===== src/rtl/mem_requester.sv =====
// mem_requester: host-side initiator for the latch-based 8-bit word memory.
// Accepts one read/write command at a time, drives a one-hot word select to
// the memory, waits for its acknowledge (or a watchdog timeout), inserts a
// one-cycle hold gap and returns data/status on a ready/valid response port.
module mem_requester #(
    parameter int ADDR_W  = 4,
    parameter int TIMEOUT = 15
) (
    input  logic                   clk,
    input  logic                   reset,
    input  logic                   req_valid,
    output logic                   req_ready,
    input  logic                   req_write,
    input  logic [ADDR_W-1:0]      req_addr,
    input  logic [7:0]             req_wdata,
    output logic                   rsp_valid,
    input  logic                   rsp_ready,
    output logic [7:0]             rsp_rdata,
    output logic                   rsp_err,
    output logic [(1<<ADDR_W)-1:0] mem_sel,
    output logic                   mem_rw,
    output logic [7:0]             mem_wdata,
    input  logic [7:0]             mem_rdata_n,
    input  logic                   mem_valid
);

    localparam int         SEL_W     = 1 << ADDR_W;
    localparam logic [7:0] TIMEOUT_C = 8'(TIMEOUT);

    typedef enum logic [1:0] {
        IDLE,
        ISSUE,
        GAP,
        RESP
    } state_t;

    state_t     state;
    logic [7:0] wait_cnt;
    logic       write_q;

    // Access sequencer; every output is a register so the latch enables
    // reaching the memory are glitch-free.
    always_ff @(posedge clk or posedge reset) begin
        if (reset) begin
            state     <= IDLE;
            wait_cnt  <= 8'd0;
            write_q   <= 1'b0;
            req_ready <= 1'b0;
            rsp_valid <= 1'b0;
            rsp_rdata <= 8'h00;
            rsp_err   <= 1'b0;
            mem_sel   <= '0;
            mem_rw    <= 1'b0;
            mem_wdata <= 8'h00;
        end else begin
            case (state)
                IDLE: begin
                    // req_ready comes up one edge after reset release
                    if (!req_ready) begin
                        req_ready <= 1'b1;
                    end else if (req_valid) begin
                        req_ready <= 1'b0;
                        write_q   <= req_write;
                        mem_sel   <= SEL_W'(1) << req_addr;
                        mem_rw    <= req_write;
                        mem_wdata <= req_wdata;
                        wait_cnt  <= 8'd1;
                        state     <= ISSUE;
                    end
                end
                ISSUE: begin
                    // acknowledge takes priority over a coincident timeout
                    if (mem_valid) begin
                        mem_sel   <= '0;
                        mem_rw    <= 1'b0;
                        rsp_rdata <= write_q ? 8'h00 : ~mem_rdata_n;
                        rsp_err   <= 1'b0;
                        state     <= GAP;
                    end else if (wait_cnt == TIMEOUT_C) begin
                        mem_sel   <= '0;
                        mem_rw    <= 1'b0;
                        rsp_rdata <= 8'h00;
                        rsp_err   <= 1'b1;
                        state     <= GAP;
                    end else begin
                        wait_cnt <= wait_cnt + 8'd1;
                    end
                end
                GAP: begin
                    // enable is already low; wdata is still held this cycle
                    rsp_valid <= 1'b1;
                    state     <= RESP;
                end
                RESP: begin
                    if (rsp_ready) begin
                        rsp_valid <= 1'b0;
                        req_ready <= 1'b1;
                        mem_wdata <= 8'h00;
                        wait_cnt  <= 8'd0;
                        state     <= IDLE;
                    end
                end
                default: state <= IDLE;
            endcase
        end
    end

endmodule

===== config.mk =====
export PLATFORM = sky130hd
export DESIGN_NAME = mem_requester
export DESIGN_NICKNAME = d
export VERILOG_FILES = /design/src/rtl/mem_requester.sv
export SDC_FILE = /design/constraint.sdc
export NUM_CORES = 1
export LEC_CHECK = 0
export BUFFER_PORTS_ARGS = -buffer_cell sky130_fd_sc_hd__buf_2
export CORE_MARGIN = 5
export CORE_UTILIZATION = 47
export CTS_CLUSTER_SIZE = 20
export DETAILED_ROUTE_END_ITERATION = 7
export GPL_TIMING_DRIVEN = 0
export PLACE_DENSITY = 0.73
export REMOVE_ABC_BUFFERS = 1
export SLEW_MARGIN = 20
export SYNTH_ARGS = -nofsm -noshare
export SYNTH_HDL_FRONTEND = slang
export SYNTH_SLANG_ARGS = --single-unit

===== constraint.sdc =====
create_clock -name clk -period 1.8 [get_ports clk]
set_input_delay 0.54 -clock clk [delete_from_list [all_inputs] [get_ports clk]]
set_output_delay 0.54 -clock clk [all_outputs]
set_load 0.05 [all_outputs]

==> results.txt <==
----------------------------------------------------
[Outcome]
  Result of the run ... finished, violations left
  Violated checks ... setup timing

[Timing]
  Worst Skew ... 0.00636 ns
  Fraction of the cycle the final worst path needs ... 1.03
  Transition time at the pin with the least slew margin ... 0.562 ns
  Maximum clock frequency ... 0.539 GHz
  Slack of the critical path ... -0.0562 ns
  Number of endpoints with negative hold slack in the final report ... 0
  Unrepaired setup endpoints after global routing ... true
  Final Max Tran Viols ... 0
  Min Hold Slack ... 0.166 ns
  Final-report setup violation count ... 16
  Max-Slew Margin vs Limit ... 0.624
  Minimum period implied by the final worst setup slack ... 1.86 ns
  Sum of negative setup slack ... -0.640 ns

[Hold path]
  Type of the worst min-delay path ... in -> async

[Floorplanning]
  Core outline area ... 4660 um2
  Die width ... 79.0 um
  # rows ... 25
  I/O Pins ... 62
  Vertical extent of the die ... 79.0 um
  Area of the die ... 6250 um2
  Initial standard-cell utilization of the core ... 0.481

[Global routing]
  All-Layer GR Usage ... 0.169
  Via count of the first global-routing pass ... 1760
  Routing usage on met2 ... 0.285
  GR Util met1 ... 0.211
  Overflow left after global routing ... 0
  Initial antenna violation count ... 0
  First-pass GRT wire length ... 8200 um
  Met3 track demand over resource in global routing ... 0.0454
  Maximum number of pins on one net before global-route repair ... 36
  Global-route layer with the greatest usage ... met2

[Logic synthesis]
  EDFF count, synth ... 0
  Synthesized area divided by synthesized cell count ... 11.7 um2
  Register area share after synthesis ... 0.525
  Number of storage elements in the synthesis netlist ... 47
  Synthesized cell area ... 2240 um2
  Yosys warns ... 0
  Post-synthesis async set-or-reset flop share ... 1.00
  Count of distinct cell types in the synthesized netlist ... 43
  Syn Inst Count ... 192
  Main flop type after synthesis ... dfrtp_1

[Cells and area]
  Post-Layout Inst Area ... 2990 um2
  Final Util ... 0.642
  Number of diodes added for antenna fixing ... 0
  Number of filler cells placed in the layout ... 363
  Area growth from synthesis to layout ... 33.7%
  Post-route non-filler standard cell count ... 334
  Fraction of layout cells with a size suffix above 1 ... 0.496
  Most common library cell in the layout ignoring fill and taps ... buf_2
  Net count reported at finish ... 310
  Highest-count cells in the layout ignoring fill and taps ... buf_2 (61), dfrtp_1 (46), nor2_1 (23)

[Route]
  Total DRC errors in the routed layout ... 0
  Vias per std cell ... 5.39
  Routed WL per cell ... 15.8 um
  Number of search-and-repair iterations in the first detailed-routing pass ... 4
  Initial DRC Count ... 95
  Total wirelength of the detailed-routed design ... 5290 um
  Number of nets still failing antenna checks after routing ... 0
  Via count of the routed design ... 1799

[Clock network]
  Clk sinks ... 47
  CTS Hold Bufs ... 0
  Clock latency at the later pin of the worst-skew pair ... 0.31 ns
  TritonCTS clock tree ... done
  Root buffer cell ... clkbuf_8
  Clock transition at the registers of the reported paths ... 0.09 ns
  Maximum clock insertion buffer count ... 2
  Count of H-tree levels built during CTS ... 2
  Total CTS buffers ... 5

[Setup path]
  Critical setup path kind ... reg -> reg
  Worst Setup EP ... mem_sel[12]
  Register-to-Register Path Depth ... 6
  Start point of the critical path ... wait_cnt[0]
  Worst EP required ... 2.00 ns
  Critical path capture point type ... flop
  Endpoint of the worst-slack reg-to-reg timing path ... mem_sel[12]
  Arrival time of data at the critical path endpoint ... 2.05 ns
  Maximum fanout along the worst path ... 8
  Worst setup slack for register-to-register paths ... -0.06 ns
  Reg-to-Reg Start ... wait_cnt[0]
  Critical path launch point type ... flop

[Flow run]
  Max-cap violations ... 0

[Place]
  Cells after DPL ... 302
  Area after DPL ... 2570 um2
  Placed wire-length estimate ... 3170 um
  PortBufs ... 61
  Worst setup slack after placement ... -0.588 ns
  Placer's final routability congestion estimate ... 0.745

[Pwr]
  Worst IR Drop VDD ... 0.000969 V
  PD cells ... 1870 nW/um2
  Overall power of the completed layout ... 5.60 mW
  Leakage ... 1.54 nW

----------------------------------------------------
## cell usage after synthesis, types with 2 or more instances
| cell type | instances | area, um2 |
|---|---|---|
| dfrtp_1 | 47 | 1180 |
| nor2_1 | 24 | 90.1 |
| nand2_1 | 18 | 67.6 |
| a22o_1 | 11 | 96.3 |
| mux2_4 | 10 | 150 |
| mux2_2 | 9 | 101 |
| o21ai_0 | 8 | 40.0 |
| inv_1 | 6 | 22.5 |
| a21oi_1 | 5 | 25.0 |
| ha_1 | 5 | 62.6 |
| nor3_1 | 5 | 25.0 |
| nand3_1 | 4 | 20.0 |
| o211ai_1 | 3 | 22.5 |
| a211o_1 | 2 | 17.5 |
| a31oi_1 | 2 | 12.5 |
| buf_6 | 2 | 22.5 |
| nor2b_1 | 2 | 12.5 |
| nor4_1 | 2 | 12.5 |
| or2b_1 | 2 | 15.0 |
| or3_1 | 2 | 12.5 |
## per-layer routing
| layer | vias to the layer above | wire length [um] |
|---|---|---|
| met5 | - | 0 |
| li1 | 859 | - |
| met3 | 7 | 291 |
| met1 | 886 | 2310 |
| met4 | 0 | 62 |
| met2 | 47 | 2620 |
## layout make-up
| class | count | area (um2) | area share |
|---|---|---|---|
| clock inverters | 2 | 12.5 | 0.00418 |
| flip-flops and latches | 47 | 1180 | 0.393 |
| clock buffers | 6 | 72.6 | 0.0242 |
| well taps | 54 | 67.6 | 0.0226 |
| repair buffers | 86 | 533 | 0.178 |
| inverters | 6 | 22.5 | 0.00752 |
| multi-input cells | 133 | 1110 | 0.370 |
## how the worst min path moves through the flow
stage,end,depth (start not counted),from,slack [ns]
6_report,wait_cnt[6],2,reset,0.17
5_1_grt,rsp_rdata[6],2,reset,0.19
4_1_cts,wait_cnt[6],2,reset,0.18
3_5_place_dp,rsp_rdata[4],2,rsp_rdata[4],0.47
3_3_place_gp,rsp_rdata[1],2,rsp_rdata[1],0.46
2_1_floorplan,write_q,1,write_q,0.47
## worst max-delay path, stage by stage, from the launching register on
cell and delay, ns:
dfrtp_1 0.40, ha_2 0.19, and3_4 0.19, a211o_4 0.34, o211ai_4 0.12, buf_6 0.20
mux2_4 0.30
## kinds of logic after synthesis
family          Yosys count  share of synthesized area
mux                      20                      0.117
compound gates           38                      0.128
fa+ha+maj                 5                     0.0279
simple gates             69                      0.159
xor+xnor                  1                    0.00391
flops                    47                      0.525
buf+inv                  12                     0.0391
## what timing repair did
item / in CTS / in global routing
gates resized for setup: 23 / 13
cloned: 1 / 0
pin swaps: 5 / 5
setup buffers: 20 / 5
endpoints found under the setup margin: 44 / 34
## power breakdown
group | leakage, nW | switching [mW] | internal, mW
clock | 0.0412 | 0.360 | 0.272
combinational | 0.881 | 2.08 | 1.28
sequential | 0.620 | 0.214 | 1.40
## sequential cells by signal (all words and copies together), names as in the netlist
signal and flops:
mem_sel 16, mem_wdata 8, rsp_rdata 8, wait_cnt 8
state 2, mem_rw 1, req_ready 1, rsp_err 1
rsp_valid 1, write_q 1
(Power assumes the default switching activity.)
